**src/rtl/wavetable_voice_mixer.sv**
```systemverilog
// Multi-voice wavetable mixer: each voice fetches its pitch-table entry, reads two
// adjacent wave samples, interpolates linearly and is summed into one sample per tick.
module wavetable_voice_mixer #(
    parameter int VOICES = 4,
    parameter int IDX_W  = 5,
    parameter int NOTE_W = 10,
    parameter int ADDR_W = 16,
    parameter int FRAC_W = 8,
    parameter int AMP_W  = 8,
    localparam int MIX_W  = AMP_W + $clog2(VOICES),
    localparam int STEP_W = ADDR_W + FRAC_W,
    localparam int TBL_W  = 2 * ADDR_W + STEP_W
) (
    input  logic                     clk,
    input  logic                     rst,
    input  logic [VOICES*NOTE_W-1:0] notes,
    input  logic                     sample_tick,
    output logic [IDX_W-1:0]         tbl_addr,
    input  logic [TBL_W-1:0]         tbl_data,
    output logic [ADDR_W-1:0]        wave_addr_a,
    output logic [ADDR_W-1:0]        wave_addr_b,
    input  logic [AMP_W-1:0]         wave_data_a,
    input  logic [AMP_W-1:0]         wave_data_b,
    output logic [MIX_W-1:0]         mix_out,
    output logic                     mix_valid,
    output logic                     overrun,
    output logic [2:0]               dbg_state
);
    localparam int VW = (VOICES > 1) ? $clog2(VOICES) : 1;
    localparam int PW = AMP_W + FRAC_W + 2;

    typedef enum logic [2:0] {S_IDLE, S_TBL, S_WAVE, S_INTERP, S_DONE} state_t;

    state_t              state_q, state_d;
    logic [VW-1:0]       v_q, v_d;
    logic [MIX_W-1:0]    acc_q, acc_d;
    logic [MIX_W-1:0]    mix_out_q;
    logic                mix_valid_q, overrun_q;
    logic [ADDR_W-1:0]   len_q;
    logic [STEP_W-1:0]   step_q;

    logic [IDX_W-1:0]    snap_idx_q  [VOICES];
    logic                snap_gate_q [VOICES];
    logic [IDX_W-1:0]    last_idx_q  [VOICES];
    logic                last_gate_q [VOICES];
    logic [ADDR_W-1:0]   pos_q       [VOICES];
    logic [FRAC_W-1:0]   frac_q      [VOICES];

    // Only idx and gate bits of each note word are meaningful.
    logic unused_notes;
    assign unused_notes = ^notes;

    logic [ADDR_W-1:0] tbl_offset, tbl_length;
    logic [STEP_W-1:0] tbl_step;
    assign tbl_offset = tbl_data[TBL_W-1 -: ADDR_W];
    assign tbl_length = tbl_data[STEP_W +: ADDR_W];
    assign tbl_step   = tbl_data[STEP_W-1:0];

    logic              retrig;
    logic [ADDR_W-1:0] pos_eff, pos_inc, pos_next;
    assign retrig   = (snap_idx_q[v_q] != last_idx_q[v_q]) || (snap_gate_q[v_q] && !last_gate_q[v_q]);
    assign pos_eff  = retrig ? '0 : pos_q[v_q];
    assign pos_inc  = pos_eff + ADDR_W'(1);
    assign pos_next = (pos_inc == tbl_length) ? '0 : pos_inc;

    // Signed interpolation: floor of (b-a)*frac / 2^FRAC_W keeps s between a and b.
    logic signed [AMP_W:0]  diff;
    logic signed [PW-1:0]   prod, a_ext;
    logic [AMP_W-1:0]       interp_s;
    assign diff     = $signed({1'b0, wave_data_b}) - $signed({1'b0, wave_data_a});
    assign prod     = PW'(diff) * PW'($signed({1'b0, frac_q[v_q]}));
    assign a_ext    = {{(PW-AMP_W){1'b0}}, wave_data_a};
    assign interp_s = AMP_W'(a_ext + (prod >>> FRAC_W));

    logic              active;
    logic [FRAC_W:0]   frac_sum;
    logic [ADDR_W:0]   phase_sum;
    logic [ADDR_W-1:0] pos_new;
    assign active    = snap_gate_q[v_q] && (len_q != '0);
    assign frac_sum  = {1'b0, frac_q[v_q]} + {1'b0, step_q[FRAC_W-1:0]};
    assign phase_sum = {1'b0, pos_q[v_q]} + {1'b0, step_q[STEP_W-1:FRAC_W]}
                     + (ADDR_W+1)'(frac_sum[FRAC_W]);
    assign pos_new   = (phase_sum >= {1'b0, len_q}) ? ADDR_W'(phase_sum - {1'b0, len_q})
                                                    : phase_sum[ADDR_W-1:0];

    always_comb begin
        state_d     = state_q;
        v_d         = v_q;
        acc_d       = acc_q;
        tbl_addr    = '0;
        wave_addr_a = '0;
        wave_addr_b = '0;
        case (state_q)
            S_IDLE: begin
                if (sample_tick) begin
                    state_d = S_TBL;
                    v_d     = '0;
                    acc_d   = '0;
                end
            end
            S_TBL: begin
                tbl_addr = snap_idx_q[v_q];
                state_d  = S_WAVE;
            end
            S_WAVE: begin
                wave_addr_a = tbl_offset + pos_eff;
                wave_addr_b = tbl_offset + pos_next;
                state_d     = S_INTERP;
            end
            S_INTERP: begin
                if (active) acc_d = acc_q + MIX_W'(interp_s);
                if (v_q == VW'(VOICES - 1)) begin
                    state_d = S_DONE;
                end else begin
                    v_d     = v_q + VW'(1);
                    state_d = S_TBL;
                end
            end
            S_DONE:  state_d = S_IDLE;
            default: state_d = S_IDLE;
        endcase
    end

    always_ff @(posedge clk) begin
        if (rst) begin
            state_q     <= S_IDLE;
            v_q         <= '0;
            acc_q       <= '0;
            mix_out_q   <= '0;
            mix_valid_q <= 1'b0;
            overrun_q   <= 1'b0;
            len_q       <= '0;
            step_q      <= '0;
            for (int i = 0; i < VOICES; i++) begin
                snap_idx_q[i]  <= '0;
                snap_gate_q[i] <= 1'b0;
                last_idx_q[i]  <= '0;
                last_gate_q[i] <= 1'b0;
                pos_q[i]       <= '0;
                frac_q[i]      <= '0;
            end
        end else begin
            state_q     <= state_d;
            v_q         <= v_d;
            acc_q       <= acc_d;
            mix_valid_q <= (state_q == S_DONE);
            overrun_q   <= sample_tick && (state_q != S_IDLE);
            if (state_q == S_DONE) mix_out_q <= acc_q;
            if (state_q == S_IDLE && sample_tick) begin
                for (int i = 0; i < VOICES; i++) begin
                    snap_idx_q[i]  <= notes[i*NOTE_W +: IDX_W];
                    snap_gate_q[i] <= notes[i*NOTE_W + NOTE_W - 1];
                end
            end
            if (state_q == S_WAVE) begin
                len_q            <= tbl_length;
                step_q           <= tbl_step;
                last_idx_q[v_q]  <= snap_idx_q[v_q];
                last_gate_q[v_q] <= snap_gate_q[v_q];
                if (retrig) begin
                    pos_q[v_q]  <= '0;
                    frac_q[v_q] <= '0;
                end
            end
            if (state_q == S_INTERP) begin
                pos_q[v_q]  <= active ? pos_new : '0;
                frac_q[v_q] <= active ? frac_sum[FRAC_W-1:0] : '0;
            end
        end
    end

    // mix_valid and overrun are single-cycle pulses with no back-pressure; mix_out holds.
    assign mix_out   = mix_out_q;
    assign mix_valid = mix_valid_q;
    assign overrun   = overrun_q;
    assign dbg_state = state_q;
endmodule

```
**config.mk**
```make
export PLATFORM = sky130hd
export DESIGN_NAME = wavetable_voice_mixer
export DESIGN_NICKNAME = d
export VERILOG_FILES = /design/src/rtl/wavetable_voice_mixer.sv
export SDC_FILE = /design/constraint.sdc
export NUM_CORES = 1
export LEC_CHECK = 0
export CAP_MARGIN = 5
export CORE_ASPECT_RATIO = 1.75
export CORE_UTILIZATION = 53
export DETAILED_ROUTE_END_ITERATION = 8
export PLACE_DENSITY = 0.78
export REMOVE_ABC_BUFFERS = 1
export SYNTH_ARGS = -nofsm -noshare
export SYNTH_HDL_FRONTEND = slang
export SYNTH_SLANG_ARGS = --single-unit
export TNS_END_PERCENT = 5
```
**constraint.sdc**
```tcl
create_clock -name clk -period 7.45 [get_ports clk]
set_input_delay 0.745 -clock clk [delete_from_list [all_inputs] [get_ports clk]]
set_output_delay 0.745 -clock clk [all_outputs]
set_load 0.02 [all_outputs]
```
# Yosys cells after proc, flatten, opt, wreduce, memory -nomap -nowiden
# Memories as Yosys holds them, arrays and structs flattened. A register that Yosys moved wholly into a read port is not among the register bits.
# Index checks and enable logic that the tools add are counted.
dict set report word_totals {
  ff_bits 67
  inputBits 115
  ramBits 144
  output_inout_bits 52
  word_cells 129
  memories 6
}
dict set report op_classes {
  n_reduce_logical 16
  order_cmp 1
  bitwise 10
  n_mul 1
  mux 66
  n_eq_ne 10
  n_addsub 11
}
# name words width read_ports rd_ports_with_merged_regs wr line
set mem_list {}
lappend mem_list {pos_q 4 16 1 1 4 46} ;# logic [ADDR_W-1:0] pos_q [VOICES];
lappend mem_list {frac_q 4 8 1 1 4 47} ;# logic [FRAC_W-1:0] frac_q [VOICES];
lappend mem_list {last_idx_q 4 5 1 1 4 44} ;# logic [IDX_W-1:0] last_idx_q [VOICES];
lappend mem_list {snap_idx_q 4 5 1 1 4 42} ;# logic [IDX_W-1:0] snap_idx_q [VOICES];
lappend mem_list {last_gate_q 4 1 1 1 4 45} ;# logic last_gate_q [VOICES];
lappend mem_list {snap_gate_q 4 1 1 1 4 43} ;# logic snap_gate_q [VOICES];
# cell count
set ops {}
lappend ops {{$mux 16} 8}
lappend ops {{$mux 2} 18}
lappend ops {{$add 16x16->16} 2}
lappend ops {{$mux 5} 6}
lappend ops {{$mux 1} 24}
lappend ops {{$mux 8} 3}
lappend ops {{$mux 10} 2}
lappend ops {{$pmux 10 s2} 1}
lappend ops {{$add 16x16->17} 1}
lappend ops {{$add 17x1->17} 1}
lappend ops {{$ge 17x16->1} 1}
lappend ops {{$add 16x1->16 const B} 1}
lappend ops {{$eq 16x16->1} 1}
lappend ops {{$mul 9x9->16} 1}
lappend ops {{$reduce_bool 16->1} 1}
lappend ops {{$reduce_or 16->1} 1}
lappend ops {{$sub 16x16->16} 1}
lappend ops {{$pmux 3 s4} 1}
lappend ops {{$add 10x8->10} 1}
lappend ops {{$or 1x1->1} 10}
lappend ops {{$add 8x8->9} 1}
lappend ops {{$sub 8x8->9} 1}
lappend ops {{$add 8x8->8} 1}
lappend ops {{$reduce_or 8->1} 1}
lappend ops {{other kinds (18)} 26}

# Longest topological paths before layout
# Gate-level depths: netlist (run 1).
dict set report depth {
  word_depth 10
  mapped_depth 39
  depth_no_buf 39
}

# Least setup slack after synthesis (run 1)
# No wires, ideal clock.
dict set report synth_path {
  kind {in2reg}
  startpoint {in wave_data_a[2]}
  endpoint {reg acc_q[9]}
  path_stages 36
  slack_ps -476
  path_buffers 0
  setup_time_ps 153
  t_required_ps 7297
  t_arrival_ps 7773
  cell_sequence {inv_1 > ha_1 > nor2b_1 > o21ai_0 > nand2b_1 > a21o_1 > a21o_1 > a21o_1 > a21oi_1 > nand2_1 > fa_1 > inv_1 > fa_1 > fa_1 > inv_1 > fa_1 > inv_1 > ha_1 > nor2b_1 > nor2_1 > xnor2_1 > ha_1 > a21o_1 > a21oi_1 > o21bai_1 > a21oi_1 > o21bai_1 > a21oi_1 > xnor2_1 > xnor2_1 > xnor2_1 > ha_1 > nor2b_1 > o221ai_1 > xor2_1 > nor2_1}
}
dict set report synth_via {
  elab_chain_cells 6
}
# item line
set synth_lines {}
lappend synth_lines {{start: declaration} 22} ;# input logic [AMP_W-1:0] wave_data_a,
lappend synth_lines {{$sub 8x8->9} 70} ;# assign diff = $signed({1'b0, wave_data_b}) - $signed({1'b0, wave_data_a});
lappend synth_lines {{$mul 9x9->16} 71} ;# assign prod = PW'(diff) * PW'($signed({1'b0, frac_q[v_q]}));
lappend synth_lines {{$add 8x8->8 (*)} 73} ;# assign interp_s = AMP_W'(a_ext + (prod >>> FRAC_W));
lappend synth_lines {{$add 10x8->10 (*)} 111} ;# if (active) acc_d = acc_q + MIX_W'(interp_s);
lappend synth_lines {{$mux 10 (*)} 111}
lappend synth_lines {{$pmux 10 s2 (*)} 93} ;# case (state_q)
lappend synth_lines {{end signal: assignment} 128} ;# acc_q <= '0;
lappend synth_lines {{end signal: assignment} 145} ;# acc_q <= acc_d;
lappend synth_lines {{end: declaration} 36} ;# logic [MIX_W-1:0] acc_q, acc_d;
# Mark *: on every way between the ends. The rest lies on a longest branch, timed or not. The select of a mux whose other input is x is not followed.
# A chain may end at the register's enable or synchronous reset.

==> results of run 1 <==
## stage by stage
| stage | std cells | hold slack, ns | area, sq um | utilization (%) |
|---|---|---|---|---|
| after CTS | 2415 | 0.460 | 20300 | 68.7 |
| after global placement | 2360 | 0.447 | 19200 | 65.1 |
| after detailed placement | 2360 | 0.450 | 19200 | 65.1 |
| after floorplan | 1622 | 0.430 | 15600 | - |
| final | 2430 | 0.457 | 20900 | 70.9 |
| after global routing | 2430 | 0.482 | 20900 | 70.9 |
## Yosys cell counts (9+ instances only)
cell type  count
nor2_1       230
nand2_1      192
inv_1        158
edfxtp_1     144
ha_1         122
a21oi_1      108
xnor2_1       76
dfxtp_1       69
fa_1          63
and2_1        62
clkbuf_1      42
o21ai_0       39
nor3_1        32
xor2_1        29
a21o_1        25
mux2i_1       24
nand2b_1      22
mux4_2        21
nor2b_1       21
and3_1        17
o21bai_1      17
nand3_1       15
nor4_1        12
mux4_1        11
o21a_1        11
or3_1          9
## repair_timing
action,CTS,global route
buffers inserted,17,14
resized for setup,88,144
pin swaps,39,98
endpoints found under the setup margin,80,83
## logic make-up (layout without fill, tap and decap cells)
kind of cell,Yosys count,after routing,share of synthesized area [%]
AOI/OAI and AO/OA,258,258,10.0
xor gates and xnor gates,105,105,5.77
adders and majority gates,185,185,17.5
buffers and inverters,217,584,5.53
DFF,213,213,35.8
muxes,65,65,6.95
other,0,1,0
and+or+nand+nor,637,637,18.4
## power by group
part | switching [mW] | total (mW) | leakage, nW | internal (mW)
Combinational | 2.74 | 5.56 | 6.62 | 2.82
Clock | 0.496 | 1.17 | 0.357 | 0.669
Sequential | 0.0467 | 1.39 | 2.06 | 1.34
## per-layer routing
metal	part of all wire (%)	GRT usage (%)
met5	0.027	0
met4	7.7	20.9
met3	5.7	3.61
met2	54	58.4
met1	32	30.3
## state kept, by name, indices dropped and copies added (netlist names), named ones only
signal and count:
len_q 16, pos_q 64, mix_valid 1, frac_q 32, v_q 2, snap_idx_q 20, last_idx_q 20, overrun 1
dbg_state 3, acc_q 10, snap_gate_q 4, last_gate_q 4, step_q 24, mix_out 10
## final timing paths
| kind | from | to | slack (ns) | cells past startpoint |
|---|---|---|---|---|
| max | register | wave_addr_b[12] | -0.28 | 31 |
| min | mix_out[3]$_SDFFE_PP0P_ | mix_out[3]$_SDFFE_PP0P_ | 0.46 | 2 |
| max reg2reg | register | pos_q[0][5]$_SDFFCE_PN0P_ | 0.03 | 33 |
| min reg2reg | mix_out[3]$_SDFFE_PP0P_ | mix_out[3]$_SDFFE_PP0P_ | 0.46 | 2 |
## worst min-delay path, cell delays in order (launching register included)
cell	delay (ns)
dfxtp_1	0.31
nand2_1	0.05
a21oi_1	0.05
## cell type report
cell class,count,area (sq um)
Tap cell,382,478
Clock inverter,15,208
Fill cell,2109,8590
Multi-Input combinational cell,1250,10000
Antenna cell,1,2.50
Inverter,159,602
Clock buffer,23,533
Sequential cell,213,5710
Timing Repair Buffer,387,3350
==> flow_metrics.env, run 1 <==
export IMPL_yosysSeqAreaShare_pct=35.8
export IMPL_slowest_stage="or4_4"
export IMPL_antenna_found_initial=2
export IMPL_max_cap_violations=0
export IMPL_yosys_warnings=0
export IMPL_min_period_over_period_pct=104
export IMPL_cts_buffers=21
export IMPL_layout_commonest_cell="buf_4"
export IMPL_synthesis_area_sq_mm=0.0159
export IMPL_setup_viol=7
export IMPL_max_clock_path_buffers=3
export IMPL_path_delay_family="simple AND/OR/NAND/NOR gates"
export IMPL_fin_nets=2332
export IMPL_post_place_ws_ns=-1.23
export IMPL_num_rows=83
export IMPL_violations="setup timing"
export IMPL_place_congestion=0.939
export IMPL_grt_pass1_wl_microns=72900
export IMPL_die_y_microns=231
export IMPL_drv_slew=0
export IMPL_wl_per_cell_microns=20.2
export IMPL_htree_levels=1
export IMPL_critPathBufInv=6
export IMPL_io_buffers=150
export IMPL_path_clk_slew_ns=0.06
export IMPL_syn_avg_cell_area_sq_um=9.48
export IMPL_crit_type="reg -> out"
export IMPL_synthArstFlopShare_pct=0
export IMPL_hold_viol=0
export IMPL_setup_slack_ns=-0.277
export IMPL_core_sq_mm=0.0295
export IMPL_ys_flop_type="edfxtp_1"
export IMPL_grt_use_total_pct=30.6
export IMPL_cts_tree="built"
export IMPL_critPathLaunchType="register"
export IMPL_grt_max_degree=68
export IMPL_power_leakage_nw=9.04
export IMPL_ios=167
export IMPL_end_kind="primary output"
export IMPL_skew_ns=0.0189
export IMPL_cts_hold_buf=0
export IMPL_power_density_mw_per_mm2=388
export IMPL_drc=0
export IMPL_cts_root_buf="clkbuf_16"
export IMPL_clk_latency_ns=0.53
export IMPL_fp_dieW_microns=133
export IMPL_drt_total_wl_microns=49000
export IMPL_synth_seq_cells=213
export IMPL_power_total_mw=8.11
export IMPL_syn2layout_area_growth_pct=31.2
export IMPL_max_stage_delay_ns=0.56
export IMPL_synthDominantCellAreaShare_pct=27.1
export IMPL_vias=14202
export IMPL_fmax_mhz=129
export IMPL_drt_iter0_markers=1035
export IMPL_rsz0062_at_grt="true"
export IMPL_dieArea_sq_mm=0.0308
export IMPL_viasPerCell=5.84
export IMPL_required_ns=6.70
export IMPL_drive_gt1_share_pct=22.2
export IMPL_period_minus_slack_ns=7.73
export IMPL_dp_hpwl_microns=34800
export IMPL_overflow=0
export IMPL_hold_class="reg -> reg"
export IMPL_ir_drop_uv=606
export IMPL_cp_arrival_ns=6.98
export IMPL_yosysTopAreaCell="edfxtp_1"
export IMPL_grt_pass1_vias=14605
export IMPL_worstMarginPinSlew_ns=1.20
export IMPL_yosys_top_cells_area="edfxtp_1, ha_1, dfxtp_1"
export IMPL_outcome="finished with violations"
export IMPL_netlist_cell_type_count=74
export IMPL_dr_pass1_iters=6
export IMPL_relSlewSlack_pct=19.7
export IMPL_ant_nets=0
export IMPL_crit_top_cell="buf_4"
export IMPL_synthCells=1680
export IMPL_start_util_pct=54.0
export IMPL_cts_sinks=213
export IMPL_layout_cells_most_common_list="buf_4, nor2_1, nand2_1"
export IMPL_tns_ns=-0.992
export IMPL_synth_edff_count=144
export IMPL_crit_path_max_fanout=6
(Power assumes the default switching activity.)
==> run 2, diff against run 1 <==
- CORE_UTILIZATION: 53 -> 40
- PLACE_DENSITY: 0.78 -> unset
==> run 2 against run 1 <==
  * The flow still finishes with violations (setup timing)
  * Critical endpoint unchanged
  * Global-route usage down 7.1 points
  * Routed wire length shrank 3.0%
  * First-iteration DRC count is 45% lower
  * Largest power group unchanged
  * Sequential cell count did not move
  * Clock power decreased by 15%
==> flow_metrics.env, run 2 (synthesized netlist as in run 1, its figures left out) <==
export IMPL_critPathLaunchType="register"
export IMPL_min_from="mix_out[7]$_SDFFE_PP0P_"
export IMPL_p_int_mw=4.56
export IMPL_multi_input_area_sq_mm=0.00981
export IMPL_viasPerCell=5.24
export IMPL_crit_top_cell="buf_4"
export IMPL_hold_viol=0
export IMPL_cts_hold_buf=0
export IMPL_dieArea_sq_mm=0.0407
export IMPL_path_clk_slew_ns=0.07
export IMPL_crit_path_max_fanout=6
export IMPL_required_ns=6.70
export IMPL_power_density_mw_per_mm2=359
export IMPL_r2r_setup_slack_ns=0.14
export IMPL_layout_commonest_cell="buf_4"
export IMPL_dp_hpwl_microns=37300
export IMPL_io_buffers=150
export IMPL_crit_type="reg -> out"
export IMPL_fin_nets=2363
export IMPL_max_clock_path_buffers=3
export IMPL_max_stage_delay_ns=0.51
export IMPL_period_minus_slack_ns=7.63
export IMPL_core_sq_mm=0.0393
export IMPL_dr_pass1_iters=5
export IMPL_violations="setup timing"
export IMPL_power_leakage_nw=9.11
export IMPL_grt_max_degree=58
export IMPL_vias=13449
export IMPL_worstMarginPinSlew_ns=1.08
export IMPL_reg_largest_list="pos_q x64, frac_q x32, step_q x24"
export IMPL_drv_slew=0
export IMPL_seq_power_share_pct=18.5
export IMPL_grt_pass1_wl_microns=73600
export IMPL_tns_ns=-0.609
export IMPL_min_period_over_period_pct=102
export IMPL_outcome="finished with violations"
export IMPL_power_total_mw=7.51
export IMPL_nFillCells=3514
export IMPL_fp_dieW_microns=153
export IMPL_drt_total_wl_microns=47500
export IMPL_max_cap_violations=0
export IMPL_syn2layout_area_growth_pct=31.5
export IMPL_antenna_found_initial=1
export IMPL_regMostFlops="pos_q"
export IMPL_swShare_pct=39.3
export IMPL_overflow=0
export IMPL_layout_cells_most_common_list="buf_4, nor2_1, nand2_1"
export IMPL_setup_slack_ns=-0.182
export IMPL_cp_arrival_ns=6.89
export IMPL_cts_buffers=21
export IMPL_switchingPower_mw=2.95
export IMPL_drc=0
export IMPL_ant_nets=0
export IMPL_clkPwrFrac_pct=13.4
export IMPL_num_rows=96
export IMPL_htree_levels=1
export IMPL_clk_latency_ns=0.52
export IMPL_ios=167
export IMPL_place_congestion=0.890
export IMPL_drive_gt1_share_pct=22.0
export IMPL_die_y_microns=266
export IMPL_slowest_stage="mux4_2"
export IMPL_hold_class="reg -> reg"
export IMPL_start_util_pct=40.6
export IMPL_grt_use_total_pct=23.5
export IMPL_cts_root_buf="clkbuf_16"
export IMPL_skew_ns=0.0137
export IMPL_setup_viol=4
export IMPL_relSlewSlack_pct=27.5
export IMPL_ir_drop_uv=379
export IMPL_power_frac_comb_pct=68.2
export IMPL_rsz0062_at_grt="true"
export IMPL_end_kind="primary output"
export IMPL_n_antenna_cell=0
export IMPL_drt_iter0_markers=572
export IMPL_cts_tree="built"
export IMPL_cts_sinks=213
export IMPL_wl_per_cell_microns=18.5
export IMPL_grt_pass1_vias=14088
export IMPL_largest_register_ffs=64
export IMPL_fmax_mhz=131
export IMPL_seq_area_sq_mm=0.00571
==> run 2: changes by cell type in the layout (fill, tap and decap cells not counted), moves of 3 or more <==
cell	previous run	this run
dlymetal6s2s_1	5	9
ha_2	1	4
nand2_1	182	185
clkbuf_1	2	7
a21oi_4	5	1
ha_4	15	8
clkinv_2	0	5
bufinv_16	4	0
ha_1	106	110
buf_6	12	9
buf_4	226	260
==> run 2: per-stage QoR <==
stage / utilization [%] / instance area, sq um / hold slack [ns] / setup WS (ns) / instances
6_report: 53.3 / 20900 / 0.455 / -0.182 / 2568
5_1_grt: 53.3 / 20900 / 0.480 / -0.457 / 2568
4_1_cts: 52.2 / 20500 / 0.457 / -0.285 / 2552
3_5_place_dp: 49.9 / 19600 / 0.448 / -1.18 / 2499
3_3_place_gp: 49.9 / 19600 / 0.445 / -1.06 / 2499
2_1_floorplan: - / 15600 / 0.430 / -1.39 / 1622
==> run 2: path summary, 6_finish.rpt <==
path                                                   to  cells past startpoint
worst min-delay path              mix_out[7]$_SDFFE_PP0P_                      2
worst min register to register    mix_out[7]$_SDFFE_PP0P_                      2
worst max register to register  pos_q[1][5]$_SDFFCE_PN0P_                     36
worst max-delay path                      wave_addr_b[12]                     31
==> run 2: per-layer routing <==
layer  track usage [%]  vias to the layer above  routed length (microns)
met5                 0                        -                       14
met1              23.1                     6528                    16600
met3              2.37                      119                     1670
li1                  -                     6502                        -
met2              47.3                      298                    26600
met4              12.7                        2                     2640
==> run 2: critical path, delay by kind of cell (launching register included) <==
family,cells,cell delay [ns]
compound gates,9,1.90
xor+xnor,2,0.24
fa+ha+maj,3,0.71
buf+inv,6,0.91
flops,1,0.43
mux,1,0.51
simple gates,10,1.64
==> run 2: power by group through the flow <==
stage          sequential (mW)  clock [mW]  combinational, mW
3_3_place_gp              1.41           0               4.38
6_report                  1.39        1.00               5.12
4_1_cts                   1.39        1.02               4.65
3_5_place_dp              1.41           0               4.47
2_1_floorplan             1.40           0               2.70
5_1_grt                   1.39        1.06               5.64
==> run 2: timing repair <==
action,in CTS,in global routing
buffers inserted,15,17
endpoints found under the setup margin,53,83
gates resized for setup,82,98
hold endpoints to repair,0,0
pin swaps,40,86
gates cloned,0,0
==> run 2: cell type report <==
class	count	share of cell area, %
multi-input combinational	1250	46.8
sequential	213	27.3
timing repair buffer	418	17.1
tap	490	2.93
inverter	159	2.86
clock buffer	30	2.77
clock inverter	8	0.215
==> RTL edit 1, RTL diff (flow settings as in run 1) <==
Change the parameter `AMP_W` from 8 to 6.
--- a/src/rtl/wavetable_voice_mixer.sv
+++ b/src/rtl/wavetable_voice_mixer.sv
@@ -6,7 +6,7 @@
     parameter int NOTE_W = 10,
     parameter int ADDR_W = 16,
     parameter int FRAC_W = 8,
-    parameter int AMP_W  = 8,
+    parameter int AMP_W  = 6,
     localparam int MIX_W  = AMP_W + $clog2(VOICES),
     localparam int STEP_W = ADDR_W + FRAC_W,
     localparam int TBL_W  = 2 * ADDR_W + STEP_W
Ports: changed (resized mix_out, wave_data_a and wave_data_b); port bits go from 167 to 161. The function was not compared with the original's and may differ.
==> RTL edit 1 against run 1 <==
  * The flow still finishes with violations (setup timing)
  * Power down 33%
  * Count of clock-buffer cells in the layout up 2
  * Critical path depth up 1
  * Design area down 7.7%
  * Worst setup slack better by 230 ps
  * Wire length down 10%
  * Clock power down 14%
  * Synthesized area down 5.6%
  * Sequential share of layout area up 1.9 points
  * Global-route usage down 0.66 points
  * Sequential cell count down 4
  * Largest power group unchanged
==> RTL edit 1: results (changes against run 1) <==
| Metric | Value |
|---|---|
| Multi-input combinational area share | `0.467 (-0.0123)` |
| Status | `finished with violations` |
| First-pass GRT wire length | `66.2 mm (-9.1%)` |
| Final WS setup | `-49.2 ps (+228 ps)` |
| Hold_ws | `463 ps (+5.72 ps)` |
| Multi-In Gates | `1,189 (-4.9%)` |
| Worst vdd ir | `498 uV (-18%)` |
| Clock buffers | `25 (+8.7%)` |
| Net Sw Frac | `0.374 (-0.0309)` |
| Layout cell share with drive strength beyond 1 | `0.196 (-0.0265)` |
| Failing checks | `setup timing` |
| M3 GR Usage | `0.0354 (-0.000647)` |
| Met1 GRT Util | `0.290 (-0.0136)` |
| Initial DRC count | `937 (-9.5%)` |
| FFs & Latches | `209 (-1.9%)` |
| Setup Skew | `22.7 ps (+3.80 ps)` |
| Final-layout clock-cell area share | `0.0327 (-0.00275)` |
| Fillcell total | `2,070 (-1.8%)` |
| WL final | `44.0 mm (-10%)` |
| Sequential share of the synthesized area | `0.374 (+0.0161)` |
| Final net count | `2,161 (-7.3%)` |
| Setup WS pre-CTS | `-1080 ps (+151 ps)` |
| Worst rel slew slack | `0.208 (+0.0107)` |
| M1 WL | `14.5 mm (-8.3%)` |
| Post-Synth XOR/XNOR Area | `0.0582 (+0.000453)` |
| Synth Area in Compound Gates | `0.102 (+0.00141)` |
| Setup violators final | `2 (-5)` |
| GRT Overall Usage | `0.299 (-0.00657)` |
| Reg2reg end | `acc_q[7]` |
| Leakage | `8.14 nW (-9.9%)` |
| Seq area share | `0.292 (+0.0187)` |
==> RTL edit 1: metrics by stage <==
stage / cells / power [W]
3_5_place_dp: 2212 / 0.00423
2_1_floorplan: 1524 / 0.00310
5_1_grt: 2278 / 0.00578
3_3_place_gp: 2212 / 0.00411
6_report: 2278 / 0.00544
4_1_cts: 2260 / 0.00532
==> RTL edit 1: what timing repair did <==
item                                    in CTS  in global routing
gates cloned                                 2                  0
gates resized for setup                     69                 73
pin swaps                                   40                 60
buffers inserted                            12                 18
hold buffers                                 0                  0
endpoints found under the setup margin      78                 78
==> RTL edit 1: power by group through the flow <==
stage | combinational [W] | sequential, W | clock, W
after detailed placement | 0.00285 | 0.00138 | 0
final | 0.00306 | 0.00137 | 0.00101
after CTS | 0.00294 | 0.00136 | 0.00101
after floorplan | 0.00173 | 0.00138 | 0
after global routing | 0.00336 | 0.00137 | 0.00105
after global placement | 0.00273 | 0.00138 | 0
==> RTL edit 2, RTL diff (flow settings as in run 1) <==
Made on the original files. Add an input register stage for `notes`, `sample_tick`, `tbl_data`, `wave_data_a` and `wave_data_b`, with the module's reset; this delays them by one clock.
--- a/src/rtl/wavetable_voice_mixer.sv
+++ b/src/rtl/wavetable_voice_mixer.sv
@@ -31,6 +31,28 @@
 
     typedef enum logic [2:0] {S_IDLE, S_TBL, S_WAVE, S_INTERP, S_DONE} state_t;
 
+    logic [VOICES*NOTE_W-1:0] notes_q;
+    logic sample_tick_q;
+    logic [TBL_W-1:0] tbl_data_q;
+    logic [AMP_W-1:0] wave_data_a_q;
+    logic [AMP_W-1:0] wave_data_b_q;
+
+    always_ff @(posedge clk) begin
+        if (rst) begin
+            notes_q       <= '0;
+            sample_tick_q <= '0;
+            tbl_data_q    <= '0;
+            wave_data_a_q <= '0;
+            wave_data_b_q <= '0;
+        end else begin
+            notes_q       <= notes;
+            sample_tick_q <= sample_tick;
+            tbl_data_q    <= tbl_data;
+            wave_data_a_q <= wave_data_a;
+            wave_data_b_q <= wave_data_b;
+        end
+    end
+
     state_t              state_q, state_d;
     logic [VW-1:0]       v_q, v_d;
     logic [MIX_W-1:0]    acc_q, acc_d;
@@ -48,13 +70,13 @@
 
     // Only idx and gate bits of each note word are meaningful.
     logic unused_notes;
-    assign unused_notes = ^notes;
+    assign unused_notes = ^notes_q;
 
     logic [ADDR_W-1:0] tbl_offset, tbl_length;
     logic [STEP_W-1:0] tbl_step;
-    assign tbl_offset = tbl_data[TBL_W-1 -: ADDR_W];
-    assign tbl_length = tbl_data[STEP_W +: ADDR_W];
-    assign tbl_step   = tbl_data[STEP_W-1:0];
+    assign tbl_offset = tbl_data_q[TBL_W-1 -: ADDR_W];
+    assign tbl_length = tbl_data_q[STEP_W +: ADDR_W];
+    assign tbl_step   = tbl_data_q[STEP_W-1:0];
 
     logic              retrig;
     logic [ADDR_W-1:0] pos_eff, pos_inc, pos_next;
@@ -67,9 +89,9 @@
     logic signed [AMP_W:0]  diff;
     logic signed [PW-1:0]   prod, a_ext;
     logic [AMP_W-1:0]       interp_s;
-    assign diff     = $signed({1'b0, wave_data_b}) - $signed({1'b0, wave_data_a});
+    assign diff     = $signed({1'b0, wave_data_b_q}) - $signed({1'b0, wave_data_a_q});
     assign prod     = PW'(diff) * PW'($signed({1'b0, frac_q[v_q]}));
-    assign a_ext    = {{(PW-AMP_W){1'b0}}, wave_data_a};
+    assign a_ext    = {{(PW-AMP_W){1'b0}}, wave_data_a_q};
     assign interp_s = AMP_W'(a_ext + (prod >>> FRAC_W));
 
     logic              active;
@@ -92,7 +114,7 @@
         wave_addr_b = '0;
         case (state_q)
             S_IDLE: begin
-                if (sample_tick) begin
+                if (sample_tick_q) begin
                     state_d = S_TBL;
                     v_d     = '0;
                     acc_d   = '0;
@@ -144,12 +166,12 @@
             v_q         <= v_d;
             acc_q       <= acc_d;
             mix_valid_q <= (state_q == S_DONE);
-            overrun_q   <= sample_tick && (state_q != S_IDLE);
+            overrun_q   <= sample_tick_q && (state_q != S_IDLE);
             if (state_q == S_DONE) mix_out_q <= acc_q;
-            if (state_q == S_IDLE && sample_tick) begin
+            if (state_q == S_IDLE && sample_tick_q) begin
                 for (int i = 0; i < VOICES; i++) begin
-                    snap_idx_q[i]  <= notes[i*NOTE_W +: IDX_W];
-                    snap_gate_q[i] <= notes[i*NOTE_W + NOTE_W - 1];
+                    snap_idx_q[i]  <= notes_q[i*NOTE_W +: IDX_W];
+                    snap_gate_q[i] <= notes_q[i*NOTE_W + NOTE_W - 1];
                 end
             end
             if (state_q == S_WAVE) begin
Behaviour: not the same (a bounded check fails within 4 cycles, from zero or initial values and one cycle with rst high).
==> RTL edit 2 against run 1 <==
  * The run still ends with setup timing left
  * Global-route usage down 3.2 points
  * Power up 0.17%
  * Sequential cell count up 97
  * Design area up 11%
  * Worst setup slack better by 170 ps
  * Sequential power up 39%
  * Synthesized area up 16%
  * Cell count up 8.6%
  * Wire length down 0.78%
  * Largest cell class unchanged
==> RTL edit 2: results (changes against run 1) <==
| Metric | Value |
|---|---|
| Final-layout non-clock buffer area share | `0.124 (-0.0362)` |
| Met2 usage in global routing | `0.502 (-0.0824)` |
| Setup violators final | `4 (-3)` |
| Pre-antenna DRT Iters | `5 (-1)` |
| Area grow syn2layout | `25.4%` |
| Leakage | `9.73 nW (+7.7%)` |
| Status | `finished with violations` |
| Final-layout clock-cell area share | `0.0416 (+0.00613)` |
| Multi-In Gates | `1,337 (+7.0%)` |
| Biggest regs | `pos_q: 64 flops, tbl_data_q: 56 flops, frac_q: 32 flops` |
| RePlAce Congestion | `0.943 (+0.39%)` |
| Seq group | `0.00193 W (+39%)` |
| Synth top area cells | `edfxtp_1, dfxtp_1, ha_1` |
| Ys flop type | `dfxtp_1` |
| Failing checks | `setup timing` |
| Clock Latency Late Sink | `590 ps (+60 ps)` |
| Worst-margin pin slew | `1070 ps (-136 ps)` |
| Initial DRC count | `731 (-29%)` |
| Mean Syn Cell Area | `9.85 um2 (+3.8%)` |
| Synth Area in Adders | `0.151 (-0.0241)` |
| Crit path max fanout | `4 (-2)` |
| Vias in the first global route | `15,100 (+3.7%)` |
| M3 GR Usage | `0.0354 (-0.000718)` |
| Synth Area in Compound Gates | `0.0896 (-0.0106)` |
| Fillcell total | `2,610 (+24%)` |
| Multi-input gate area | `0.0105 mm2 (+4.9%)` |
| Synth cell count leaders | `nor2_1, nand2_1, dfxtp_1` |
| Final net count | `2,458 (+5.4%)` |
| Final WS setup | `-104 ps (+173 ps)` |
| Sw Pwr | `0.00307 W (-6.4%)` |
| Mux share of post-synthesis cell area | `0.0542 (-0.0153)` |
| Critical path endpoint category | `register` |
RTL edit 2: changes by cell type after synthesis, moves of 7 or more:
| cell | before | now |
|---|---|---|
| dfxtp_1 | 69 | 166 |
| nor2b_1 | 21 | 116 |
| mux4_2 | 21 | 34 |
| clkbuf_1 | 42 | 53 |
| mux4_1 | 11 | 0 |
| o21ai_0 | 39 | 28 |
| and3_1 | 17 | 26 |
| nand2_1 | 192 | 183 |
| a21o_1 | 25 | 33 |
| nor2_1 | 230 | 223 |
RTL edit 2: worst max-delay path, delay by kind of cell, from the launching register on:
kind                     cells  cell delay [ps]
AO/OA/AOI/OAI               11             1550
XOR/XNOR                     5              760
adder cells (fa/ha/maj)      9             3440
flip-flops                   1              310
buffers and inverters        7              570
AND/OR/NAND/NOR              8              800
RTL edit 2: what timing repair did:
action / CTS / global route
pin swaps: 40 / 79
setup endpoints to repair: 70 / 77
resized for setup: 82 / 73
buffers inserted: 6 / 7
cloned: 1 / 1
